<file path="config.mk">
export PLATFORM = sky130hd
export DESIGN_NAME = inst_fetch
export DESIGN_NICKNAME = d
export VERILOG_FILES = /design/src/rtl/inst_fetch_pkg.sv /design/src/rtl/inst_fetch_br_pend_buf.sv /design/src/rtl/inst_fetch.sv
export SDC_FILE = /design/constraint.sdc
export NUM_CORES = 1
export LEC_CHECK = 0
export CELL_PAD_IN_SITES_DETAIL_PLACEMENT = 0
export CELL_PAD_IN_SITES_GLOBAL_PLACEMENT = 2
export CORE_MARGIN = 5
export CORE_UTILIZATION = 26
export CTS_CLUSTER_DIAMETER = 80
export DETAILED_ROUTE_END_ITERATION = 16
export GPL_TIMING_DRIVEN = 0
export HOLD_SLACK_MARGIN = 0.1
export PLACE_DENSITY_LB_ADDON = 0.1
export SYNTH_ARGS = -nofsm -noshare
export SYNTH_HDL_FRONTEND = slang
export SYNTH_HIERARCHICAL = 1
export SYNTH_SLANG_ARGS = --single-unit
</file>
<file path="constraint.sdc">
create_clock -name clk -period 2.5 [get_ports clk]
set_clock_uncertainty 0.1 [all_clocks]
set_input_delay 0.5 -clock clk [delete_from_list [all_inputs] [get_ports clk]]
set_output_delay 0.5 -clock clk [all_outputs]
set_load 0.1 [all_outputs]
</file>
<file path="src/rtl/inst_fetch_pkg.sv">
// Shared widths, reset vector and fetch-state encoding for the instruction fetch stage.
package inst_fetch_pkg;
    localparam int F_D_WID  = 35;
    localparam int BRAN_WID = 33;
    localparam logic [31:0] PC_RST_VEC_DEF = 32'hBFC0_0000;

    typedef enum logic [1:0] {
        FS_IDLE    = 2'd0,
        FS_RUN     = 2'd1,
        FS_BR_PEND = 2'd2
    } fetch_state_t;
endpackage

</file>
<file path="src/rtl/inst_fetch_br_pend_buf.sv">
// Pending-redirect FSM: keeps a branch target resolved while Fetch is stalled
// until Fetch can consume it; a flush drops it.
module br_pend_buf
    import inst_fetch_pkg::*;
(
    input  logic        clk,
    input  logic        rst,
    input  logic        stall_f,
    input  logic        flush,
    input  logic        br_en,
    input  logic [31:0] br_addr,
    output logic        idle,
    output logic        pend_valid,
    output logic [31:0] pend_addr
);
    fetch_state_t state_reg, state_next;
    logic [31:0]  pend_addr_reg, pend_addr_next;

    always_ff @(posedge clk or posedge rst) begin
        if (rst) begin
            state_reg     <= FS_IDLE;
            pend_addr_reg <= 32'd0;
        end else begin
            state_reg     <= state_next;
            pend_addr_reg <= pend_addr_next;
        end
    end

    always_comb begin
        state_next     = state_reg;
        pend_addr_next = pend_addr_reg;
        case (state_reg)
            FS_IDLE: state_next = FS_RUN;
            FS_RUN: begin
                if (!flush && stall_f && br_en) begin
                    state_next     = FS_BR_PEND;
                    pend_addr_next = br_addr;
                end
            end
            FS_BR_PEND: begin
                // Only the first captured target survives; later br_en under stall is ignored.
                if (flush) begin
                    state_next     = FS_RUN;
                    pend_addr_next = 32'd0;
                end else if (!stall_f) begin
                    state_next = FS_RUN;
                end
            end
            default: state_next = FS_IDLE;
        endcase
    end

    assign idle       = (state_reg == FS_IDLE);
    assign pend_valid = (state_reg == FS_BR_PEND);
    assign pend_addr  = pend_addr_reg;
endmodule

</file>
<file path="src/rtl/inst_fetch.sv">
// MIPS fetch stage: PC register, next-PC selection and F_D_bus packing.
// Optional misaligned-fetch detection is enabled with `define FETCH_ADEL_EN.
module inst_fetch
    import inst_fetch_pkg::*;
#(
    parameter logic [31:0] PC_RST_VEC = PC_RST_VEC_DEF
) (
    input  logic                clk,
    input  logic                rst,
    input  logic [5:0]          stall,
    input  logic                flush,
    input  logic [31:0]         new_pc,
    input  logic [BRAN_WID-1:0] bran_bus,
    input  logic                next_delayslot_judge_i,
    output logic                inst_sram_en,
    output logic [3:0]          inst_sram_wen,
    output logic [31:0]         inst_sram_addr,
    output logic [31:0]         inst_sram_wdata,
    output logic [F_D_WID-1:0]  F_D_bus
);
    logic [31:0] pc_reg, pc_next;
    logic        ce_reg;
    logic        br_en;
    logic [31:0] br_addr;
    logic        idle, pend_valid;
    logic [31:0] pend_addr;
    logic        f_adel;
    logic        delayslot;
    logic        unused_stall;

    assign br_en        = bran_bus[32];
    assign br_addr      = bran_bus[31:0];
    assign unused_stall = ^stall[5:1];

    br_pend_buf u_br_pend_buf (
        .clk        (clk),
        .rst        (rst),
        .stall_f    (stall[0]),
        .flush      (flush),
        .br_en      (br_en),
        .br_addr    (br_addr),
        .idle       (idle),
        .pend_valid (pend_valid),
        .pend_addr  (pend_addr)
    );

    always_comb begin
        pc_next = pc_reg + 32'd4;
        if (idle)
            pc_next = PC_RST_VEC;
        else if (flush)
            pc_next = new_pc;
        else if (stall[0])
            pc_next = pc_reg;
        else if (pend_valid)
            pc_next = pend_addr;
        else if (br_en)
            pc_next = br_addr;
    end

    always_ff @(posedge clk or posedge rst) begin
        if (rst) begin
            pc_reg <= PC_RST_VEC - 32'd4;
            ce_reg <= 1'b0;
        end else begin
            pc_reg <= pc_next;
            if (idle)
                ce_reg <= 1'b1;
        end
    end

`ifdef FETCH_ADEL_EN
    assign f_adel = (pc_reg[1:0] != 2'b00) & ce_reg;
`else
    assign f_adel = 1'b0;
`endif

    // Decode may have moved past the branch while the target waits; pc_reg is still its slot.
    assign delayslot       = next_delayslot_judge_i | pend_valid;
    assign inst_sram_en    = ce_reg & ~f_adel;
    assign inst_sram_wen   = 4'b0000;
    assign inst_sram_addr  = pc_reg;
    assign inst_sram_wdata = 32'd0;
    assign F_D_bus         = {f_adel, delayslot, ce_reg, pc_reg};
endmodule
</file>
==> results of run 1 <==
## Yosys cell counts, types with 2 or more instances
cell,count,share of area (%)
dfrtp_1,39,20
buf_6,3,0.69
nand3_1,15,1.5
a31oi_1,5,0.64
or3_1,3,0.39
a221oi_1,9,1.6
a221o_1,3,0.62
buf_2,5,0.51
xor2_1,6,1.1
a31o_2,2,0.36
o22ai_1,8,1.0
a211o_1,2,0.36
nor2b_1,8,1.0
clkbuf_1,18,1.4
xnor2_1,3,0.54
inv_1,44,3.4
buf_1,3,0.23
o211ai_1,5,0.77
mux2i_1,42,8.6
and3_1,5,0.64
o221ai_1,5,0.90
dfstp_2,28,15
o32a_1,3,0.62
nand4_1,9,1.2
buf_4,71,11
o21ai_0,26,2.7
a21o_1,3,0.46
a21oi_1,20,2.1
nor2_1,25,1.9
nand2_1,68,5.2
nor3_1,11,1.1
o31ai_1,3,0.46
a22oi_1,8,1.2
nand2b_1,8,1.0
nor4_1,6,0.77
a211oi_1,13,2.0
or2_2,4,0.51
## cell usage in the layout (no fill, tap or decap), types with 6 or more instances in the layout
master | Yosys | layout
inv_1 | 44 | 41
clkbuf_2 | 0 | 22
o21ai_0 | 26 | 26
dfstp_2 | 28 | 28
nor3_1 | 11 | 10
clkbuf_1 | 18 | 7
a21oi_1 | 20 | 20
conb_1 | 1 | 37
clkdlybuf4s50_1 | 0 | 70
nand2_1 | 68 | 67
nand2b_1 | 8 | 7
clkdlybuf4s15_1 | 0 | 7
nand3_1 | 15 | 14
buf_2 | 5 | 7
dfrtp_1 | 39 | 37
dlygate4sd2_1 | 0 | 35
clkdlybuf4s15_2 | 0 | 11
nand4_1 | 9 | 9
o22ai_1 | 8 | 8
a211oi_1 | 13 | 13
mux2i_1 | 42 | 42
clkbuf_16 | 0 | 11
nor2b_1 | 8 | 7
nor2_1 | 25 | 19
a22oi_1 | 8 | 8
buf_4 | 71 | 76
xor2_1 | 6 | 6
## logic make-up (layout without fill, tap and decap cells)
family                     after synthesis  in the layout  synth area share [%]
and+or+nand+nor                        174            174                  18.3
other                                    1             37                0.0771
adders and majority gates                1              1                 0.257
xor gates and xnor gates                 9              9                  1.62
AOI/OAI and AO/OA                      129            129                  18.5
buffers and inverters                  144            302                  17.2
muxes                                   43             43                  8.87
DFF                                     67             67                  35.2
## repair_timing
action                     4_1_cts  5_1_grt
buffers inserted                 2        4
pin swaps                        0        1
setup endpoints to repair       95       43
resized for setup              133       41
## layer usage
metal	track usage (%)	wire (um)
met3	3.36	1230
met4	5.50	284
met1	25.8	9160
met5	0	0
met2	28.6	9050
## layout make-up
class | count | area share [%]
Multi-Input combinational cell | 393 | 35.9
Sequential cell | 67 | 24.2
Timing Repair Buffer | 142 | 18.9
Buffer | 100 | 10.4
Tap cell | 234 | 4.13
Clock buffer | 14 | 3.72
Inverter | 44 | 2.33
Clock inverter | 2 | 0.494
## worst register-to-register path, delay by kind of cell (launching register included)
family | cells | cell delay (ns)
AND/OR/NAND/NOR | 4 | 1.40
flip-flops | 1 | 0.64
AO/OA/AOI/OAI | 1 | 0.18
## power breakdown
group	leakage, nW	internal (mW)	switching [mW]
sequential	0.758	1.35	0.227
combinational	2.36	0.629	1.83
clock	0.147	0.827	0.509
## worst max path at each step
stage,slack (ns),depth (start not counted),to
6_report,0.04,2,inst_sram_addr[18]
5_1_grt,-0.02,7,inst_sram_addr[30]
4_1_cts,0.006,2,inst_sram_addr[23]
3_5_place_dp,-1.39,7,F_D_bus[33]
3_3_place_gp,-1.40,7,F_D_bus[33]
2_1_floorplan,0.01,5,inst_sram_addr[31]
==> results.md, run 1 <==
- CTS tree: yes
- Area of the mapped netlist: 0.00487 mm^2
- Number of enable flip-flop cells after synthesis: 0
- Max Freq: 407 MHz
- Crit. Startpoint: inst_sram_addr[18]
- Seq cells post-synth: 67
- Peak VDD IR: 0.332 mV
- R2r startpoint: inst_sram_addr[4]
- Clk_lat worst skew: 0.35 ns
- Minimum clock period after layout: 2.46 ns
- Share of cells above drive strength 1: 26.4%
- Startpoint types: register
- Critical path type: reg2out
- Slew @ Worst Pin: 0.976 ns
- Total GRT Usage: 18.3%
- FF/Latch Area: 0.00171 mm^2
- Sequential share of the synthesized area: 35.2%
- Post-Place Worst Slack: -1.39 ns
- Fin. Hold Viols: 0
- Vias in the first global route: 4,974
- Post-DRT Antenna Nets: 0
- H-tree depth: 3
- CP delay by family, top: buffers and inverters
- Hold crit path type: reg2reg
- Final Core Density: 38.2%
- RSZ-0062 raised after global routing: true
- DRT iter0 DRCs: 325
- Syn Inst Count: 568
- Drt first pass iters: 5
- Post-Layout Cell Count: 996
- Total leakage power: 3.27 nW
- Core ar.: 0.0186 mm^2
- Nets: 833
- Sink Count: 67
- Vias: 4,828
- Worst setup EP type: output port
- Root Buffer: clkbuf_16
- CP cell instances: buf_4 -> dlygate4sd2_1
- DIE HEIGHT: 147 um
- Port bufs: 136
- Worst Path Arrival: 1.86 ns
- DIE WIDTH: 147 um
- Reg2reg end: inst_sram_addr[31]
- Hold Path End: inst_sram_en
- Outcome: finished clean
- Area Growth Syn to Fin: 45.8%
- Area of the die: 0.0216 mm^2
- Fraction of registers with async set/reset: 100%
- Synth Warn #: 6
- WHS: 0.412 ns
- CP Data Required Time: 1.90 ns
- Final worst slack: 0.0403 ns
- Final setup vio count: 0
- Syn_area_per_cell: 8.57 um^2
- Initial core utilization: 26.2%
- Multi-input gate area: 0.00255 mm^2
- Placed cells: 974
- Residual DRC: 0
- Normalized max-slew margin: 34.9%
- Global-route wire length before repair: 30,200 um
- Overall Power: 5.37 mW
- Most used DFF post-synth: dfrtp_1
- Setup TNS: 0 ns
- Largest net degree at the start of global routing: 35
- Vias per cell: 4.85
- CP bufs+invs: 2
- FP Rows: 50
- Layout filler cell count: 1,904
- Final count of pins violating max slew: 0
- Maxcap violations: 0
- TritonCTS Buffers: 9
- Initial antenna violation count: 0
- Slowest CP cell: dlygate4sd2_1
- R2R Setup Slk: 0.11 ns
- I/O pin total: 179
- Drt wl/cell: 19.8 um
- Congestion Overflow GR: 0
- Drt total wl: 19,700 um
- Inserted Diodes: 0
- Post-cts hold buffer count: 0
- Fin area: 0.00709 mm^2
- Critical Path Max Stage Delay: 0.84 ns
- Clk slew on worst S/H paths: 0.06 ns
- Hold Startpoint: inst_sram_en
- Distinct cell type count after synthesis: 66
- Routability congestion estimate: 0.831
- Post-DP HPWL: 14,600 um
- WHS Path Cells: 1
- FF-to-FF path depth: 5
- Fin crit share: 98.4%
- Longest Clk Path Bufs: 2
- Max FO, Critical Path: 6
- Placed cell areas: 0.00666 mm^2
- Power per cell area: 758 mW/mm^2
No activity file was read; power rests on OpenSTA's default activity.
==> inputs of run 2 (changes only) <==
Settings changed: ABC_AREA set to 1, CORE_UTILIZATION 26 to 24, CTS_CLUSTER_SIZE set to 12.
==> run 2 against run 1 <==
Against the previous run: global-route usage down 2.5 points; critical path type unchanged; synthesized cell count up 39%; core utilization down 3.9 points; critical endpoint is now F_D_bus[0]; clock power up 21%; non-clock buffer count down 2; area after synthesis up 7.8%; power up 97%; flip-flop and latch count unchanged; via count up 7.4%; cell area up 4.8%; first-iteration DRC count up 4.6%; combinational power rose to 2.7 times the previous value.
==> results.md, run 2 <==
- Outcome: finished clean
- Area of the mapped netlist: 0.00525 mm^2 (+7.8%)
- Normalized max-slew margin: 34.7% (-0.12 points)
- Clk slew on worst S/H paths: 0.06 ns (about the same)
- Share of cells above drive strength 1: 20.1% (-6.3 points)
- I/O pin total: 179 (unchanged)
- Syn Inst Count: 790 (+39%)
- Worst setup EP type: output port
- Port bufs: 136 (unchanged)
- Power per cell area: 1430 mW/mm^2 (+88%)
- Most common cell after layout, fill and taps aside: nand2_1
- Drt first pass iters: 5 (unchanged)
- Congestion Overflow GR: 0 (unchanged)
- Inserted Diodes: 0 (unchanged)
- Drt total wl: 19,800 um (+0.58%)
- Number of enable flip-flop cells after synthesis: 0 (unchanged)
- Synth Warn #: 6 (unchanged)
- Root Buffer: clkbuf_16
- DIE HEIGHT: 158 um (+7.5%)
- WHS Path Cells: 2 (+1)
- CP cell instances: clkdlybuf4s50_1
- Vias per cell: 4.11 (-15%)
- Critical Path Max Stage Delay: 1.15 ns (+0.31 ns)
- TritonCTS Buffers: 9 (unchanged)
- Initial core utilization: 24.2% (-2.0 points)
- Commonest cells after routing, fill and taps aside: 235 x nand2_1, 115 x nor2_1, 78 x inv_1
- Fin. Hold Viols: 0 (unchanged)
- Seq cells post-synth: 67 (unchanged)
- Setup TNS: 0 ns (unchanged)
- Most used DFF post-synth: dfrtp_1
- Fraction of registers with async set/reset: 100% (unchanged)
- Most frequent cell after synthesis: nand2_1
- Share of the synthesized area in the top cell type: 18.6% (-1.4 points)
- Initial antenna violation count: 0 (unchanged)
- Clk_lat worst skew: 0.34 ns (about the same)
- Area of the die: 0.0249 mm^2 (+16%)
- Slowest CP cell: clkdlybuf4s50_1
- Nets: 1,051 (+26%)
- H-tree depth: 3 (unchanged)
- Largest net degree at the start of global routing: 35 (unchanged)
- Minimum clock period after layout: 2.46 ns (+0.00405 ns)
- Final count of pins violating max slew: 0 (unchanged)
- Longest Clk Path Bufs: 2 (unchanged)
- Post-cts hold buffer count: 0 (unchanged)
- Fin crit share: 98.6% (+0.16 points)
- Total GRT Usage: 15.8% (-2.5 points)
- RSZ-0062 raised after global routing: false
- CP delay by family, top: buffers and inverters
- Syn_area_per_cell: 6.64 um^2 (-22%)
- Overall Power: 10.6 mW (+97%)
- Total leakage power: 3.75 nW (+15%)
- Peak VDD IR: 0.722 mV (+120%)
- Final setup vio count: 0 (unchanged)
- Post-DRT Antenna Nets: 0 (unchanged)
- Maxcap violations: 0 (unchanged)
- WHS: 0.406 ns (-0.00623 ns)
- FP Rows: 54 (+8.0%)
- Max FO, Critical Path: 3 (-3)
- Worst Path Arrival: 1.86 ns (about the same)
- Slew @ Worst Pin: 0.983 ns (+0.00736 ns)
- Critical path type: reg2out
- Routability congestion estimate: 0.779 (-6.3%)
- Crit path depth: 1 (-1)
- Startpoint types: register
- Vias in the first global route: 5,065 (+1.8%)
- Global-route wire length before repair: 29,800 um (-1.3%)
- CTS tree: yes
- CP Data Required Time: 1.90 ns (about the same)
- Area Growth Syn to Fin: 41.7%
- Drt wl/cell: 15.7 um (-20%)
- Placed cells: 1,242 (+28%)
- Distinct cell type count after synthesis: 36 (-45%)
- DRT iter0 DRCs: 340 (+4.6%)
- Core ar.: 0.0217 mm^2 (+17%)
- Synth area leader: dfrtp_1
- Post-DP HPWL: 15,400 um (+5.4%)
- DIE WIDTH: 158 um (+7.5%)
- Final worst slack: 0.0362 ns (-0.00405 ns)
- Max Freq: 406 MHz (-0.16%)
- Post-Place Worst Slack: -0.989 ns (+0.404 ns)
- FF-to-FF path depth: 9 (+4)
- Hold crit path type: reg2reg
- CP bufs+invs: 1 (-1)
- Sequential share of the synthesized area: 32.6% (-2.5 points)
- Sink Count: 67 (unchanged)
- Top post-synthesis cells by area: dfrtp_1 19%, nand2_1 17%, dfstp_2 14%, buf_4 10%, nor2_1 8.2%
- Post-Layout Cell Count: 1,260 (+27%)
- Vias: 5,183 (+7.4%)
- Residual DRC: 0 (unchanged)
- Most frequent cells after synthesis: 235 x nand2_1, 115 x nor2_1, 80 x inv_1
==> run 2: changes by cell type after synthesis, sizes merged, moves of 12 or more <==
cell,change
nor3,-12
a211oi,-13
inv,+41
nand3,+41
o22ai,+14
nand2,+174
nor2,+103
mux2i,-42
==> run 2: area by class of cell <==
class | instances | area, um^2
flip-flops and latches | 67 | 1710
fillers | 2441 | 14300
well taps | 280 | 350
clock inverters | 6 | 138
inverters | 85 | 319
clock buffers | 10 | 229
plain buffers | 102 | 733
multi-input cells | 572 | 2640
repair buffers | 138 | 1320
==> run 2: logic make-up after synthesis <==
kind of cell | count (synthesis) | share of synthesized area, %
xor gates and xnor gates | 7 | 1.17
adders and majority gates | 1 | 0.239
DFF | 67 | 32.6
buffers and inverters | 187 | 19.7
AOI/OAI and AO/OA | 92 | 11.1
other | 1 | 0.0715
and+or+nand+nor | 435 | 35.1
==> run 2: metal layers <==
layer	vias to the layer above	track usage [%]	part of all wire, %
met5	-	0	0
met4	0	3.44	0.88
met3	10	1.89	3.5
met2	118	26.1	47
met1	2324	22.2	48
li1	2731	-	-
==> run 2: where the power goes <==
group	total (mW)	internal, mW	switching [mW]
clock	1.62	1.08	0.541
combinational	6.60	1.50	5.10
sequential	2.37	1.76	0.618
total	10.6	4.33	6.26
==> run 2: path summary, 6_finish.rpt <==
check | startpoint | end | slack (ns)
max in group asynchronous | rst | u_br_pend_buf/pend_addr[5] | 1.21
worst min-delay path | u_br_pend_buf/pend_addr[21] | u_br_pend_buf/pend_addr[21] | 0.41
worst max-delay path | inst_sram_addr[0] | F_D_bus[0] | 0.04
worst min register to register | u_br_pend_buf/pend_addr[21] | u_br_pend_buf/pend_addr[21] | 0.41
worst max register to register | u_br_pend_buf/state_reg[0] | inst_sram_addr[22] | 0.31
min in group asynchronous | rst | u_br_pend_buf/pend_addr[26] | 0.57
==> run 2: per-stage QoR <==
| step | cell area, um^2 | util, % |
|---|---|---|
| after floorplan | 5380 | - |
| after global placement | 7090 | 32.7 |
| after detailed placement | 7090 | 32.7 |
| after CTS | 7450 | 34.3 |
| after global routing | 7430 | 34.3 |
| final | 7430 | 34.3 |
==> run 2: repair_timing <==
action	in CTS	in global routing
setup endpoints to repair	64	14
buffers inserted	0	2
hold endpoints to repair	0	0
gates resized for setup	113	13
pin swaps	1	1
==> inputs of run 3 (changes only) <==
Settings changed: CORE_ASPECT_RATIO set to 2.
==> run 3 against run 2 <==
Against the previous run: worst setup slack improved by 0.0029 ns; routed wire length up 8.2%; register-to-register slack lost 0.12 ns; core utilization is 0.39 points lower; final cell count fell by 0.63%; largest cell class unchanged; count of clock-buffer cells in the layout is 1 higher; first-iteration DRC count is 52% lower; maximum frequency grew 0.12%; die area grew 0.72%; critical endpoint is now F_D_bus[1]; critical path depth unchanged; cell area decreased by 1.6%; highest routed layer unchanged; largest power group unchanged; clock power decreased by 19%.
==> results.md, run 3 (synthesis gave the netlist of run 2 again) <==
- Placed cell areas: 0.00708 mm^2 (-0.12%)
- Worst Path Arrival: 1.86 ns (about the same)
- Core ar.: 0.0216 mm^2 (-0.47%)
- Root Buffer: clkbuf_16
- Congestion Overflow GR: 0 (unchanged)
- Residual DRC: 0 (unchanged)
- Minimum clock period after layout: 2.46 ns (-0.00285 ns)
- CP bufs+invs: 1 (unchanged)
- Placed cells: 1,235 (-0.56%)
- Worst setup EP type: output port
- H-tree depth: 3 (unchanged)
- I/O pin total: 179 (unchanged)
- Clk_lat worst skew: 0.34 ns (about the same)
- Final worst slack: 0.0391 ns (+0.00285 ns)
- Drt wl/cell: 17.1 um (+8.9%)
- WHS Path Cells: 2 (unchanged)
- CP delay by family, top: buffers and inverters
- Max FO, Critical Path: 3 (unchanged)
- DRT iter0 DRCs: 163 (-52%)
- Overall Power: 10.3 mW (-2.8%)
- Total GRT Usage: 17.4% (+1.6 points)
- DIE WIDTH: 115 um (-27%)
- Peak VDD IR: 0.901 mV (+25%)
- Critical path type: reg2out
- Initial antenna violation count: 0 (unchanged)
- Area of the die: 0.0251 mm^2 (+0.72%)
- FF-to-FF path depth: 10 (+1)
- DIE HEIGHT: 219 um (+39%)
- Normalized max-slew margin: 33.7% (-1.0 points)
- TritonCTS Buffers: 9 (unchanged)
- Nets: 1,050 (-0.095%)
- Sink Count: 67 (unchanged)
- Vias in the first global route: 5,672 (+12%)
- Total leakage power: 3.72 nW (-0.89%)
- Final Core Density: 33.9% (-0.39 points)
- Inserted Diodes: 0 (unchanged)
- Fin area: 0.00731 mm^2 (-1.6%)
- Post-DRT Antenna Nets: 0 (unchanged)
- CP cell instances: clkdlybuf4s50_1
- Port bufs: 136 (unchanged)
- Commonest cells after routing, fill and taps aside: 235 x nand2_1, 115 x nor2_1, 78 x inv_1
- Drt first pass iters: 4 (-1)
- Fin crit share: 98.4% (-0.11 points)
- Post-cts hold buffer count: 0 (unchanged)
- Most common cell after layout, fill and taps aside: nand2_1
- Area Growth Syn to Fin: 39.4%
- Largest net degree at the start of global routing: 35 (unchanged)
- Longest Clk Path Bufs: 2 (unchanged)
- Final setup vio count: 0 (unchanged)
- Critical Path Max Stage Delay: 1.14 ns (about the same)
- Max Freq: 406 MHz (+0.12%)
- Final count of pins violating max slew: 0 (unchanged)
- Hold crit path type: reg2reg
- WHS: 0.410 ns (+0.00462 ns)
- Post-Place Worst Slack: -1.02 ns (-0.0297 ns)
- Crit path depth: 1 (unchanged)
- Outcome: finished clean
- Vias: 5,315 (+2.5%)
- Global-route wire length before repair: 32,900 um (+10%)
- FP Rows: 76 (+41%)
- Setup TNS: 0 ns (unchanged)
- Vias per cell: 4.25 (+3.2%)
- Share of cells above drive strength 1: 20.3% (+0.22 points)
- Startpoint types: register
- Slew @ Worst Pin: 0.998 ns (+0.0153 ns)
- Slowest CP cell: clkdlybuf4s50_1
- Routability congestion estimate: 0.811 (+4.2%)
- Post-Layout Cell Count: 1,252 (-0.63%)
- Drt total wl: 21,500 um (+8.2%)
- Power per cell area: 1410 mW/mm^2 (-1.2%)
- Clk slew on worst S/H paths: 0.06 ns (about the same)
- CTS tree: yes
- CP Data Required Time: 1.90 ns (about the same)
- Initial core utilization: 24.3% (+0.11 points)
- Fin. Hold Viols: 0 (unchanged)
- Maxcap violations: 0 (unchanged)
- RSZ-0062 raised after global routing: false
- Post-DP HPWL: 17,000 um (+10%)
- Layout filler cell count: 2,421 (-0.82%)
run 3: worst reg2reg max path: stages, from the launching register on:
cell and delay (ns):
dfrtp_1 0.44, nor2_1 0.32, nor2_2 0.12, nand2_4 0.17, inv_2 0.17, nor2_4 0.26
inv_2 0.13, buf_4 0.21, a21oi_1 0.18, o21ai_1 0.10, nand2_1 0.06
run 3: layout make-up:
cell class                      instances  area [um^2]  share of cell area [%]
Timing Repair Buffer                  138         1290                    17.7
Clock buffer                           11          243                    3.32
Tap cell                              273          342                    4.67
Inverter                               85          319                    4.36
Buffer                                101          716                    9.79
Multi-Input combinational cell        572         2640                    36.0
Clock inverter                          5         52.6                   0.719
Sequential cell                        67         1710                    23.4
run 3: layer usage:
layer	vias to the layer above	GRT usage [%]	part of all wire, %
li1	2721	-	-
met1	2443	18.5	37
met2	131	34.6	57
met3	20	2.24	3.8
met4	0	5.23	2.3
met5	-	0	0
run 3: power by group:
group	total, mW	switching, mW	internal [mW]
Sequential	2.38	0.627	1.76
Combinational	6.60	5.12	1.48
Clock	1.32	0.523	0.796
Total	10.3	6.27	4.03
run 3: final timing paths:
kind | endpoint | start | slack (ns)
max | F_D_bus[1] | inst_sram_addr[1] | 0.04
min | u_br_pend_buf/pend_addr[20] | u_br_pend_buf/pend_addr[20] | 0.41
max reg2reg | inst_sram_addr[8] | u_br_pend_buf/state_reg[0] | 0.19
min reg2reg | u_br_pend_buf/pend_addr[20] | u_br_pend_buf/pend_addr[20] | 0.41
max in group asynchronous | inst_sram_addr[22] | rst | 1.15
min in group asynchronous | u_br_pend_buf/pend_addr[11] | rst | 0.59
run 3: what timing repair did:
action | in CTS | in global routing
pin swaps | 0 | 1
resized for setup | 108 | 16
endpoints found under the setup margin | 64 | 16
setup buffers | 0 | 2
endpoints found under the hold margin | 0 | 0
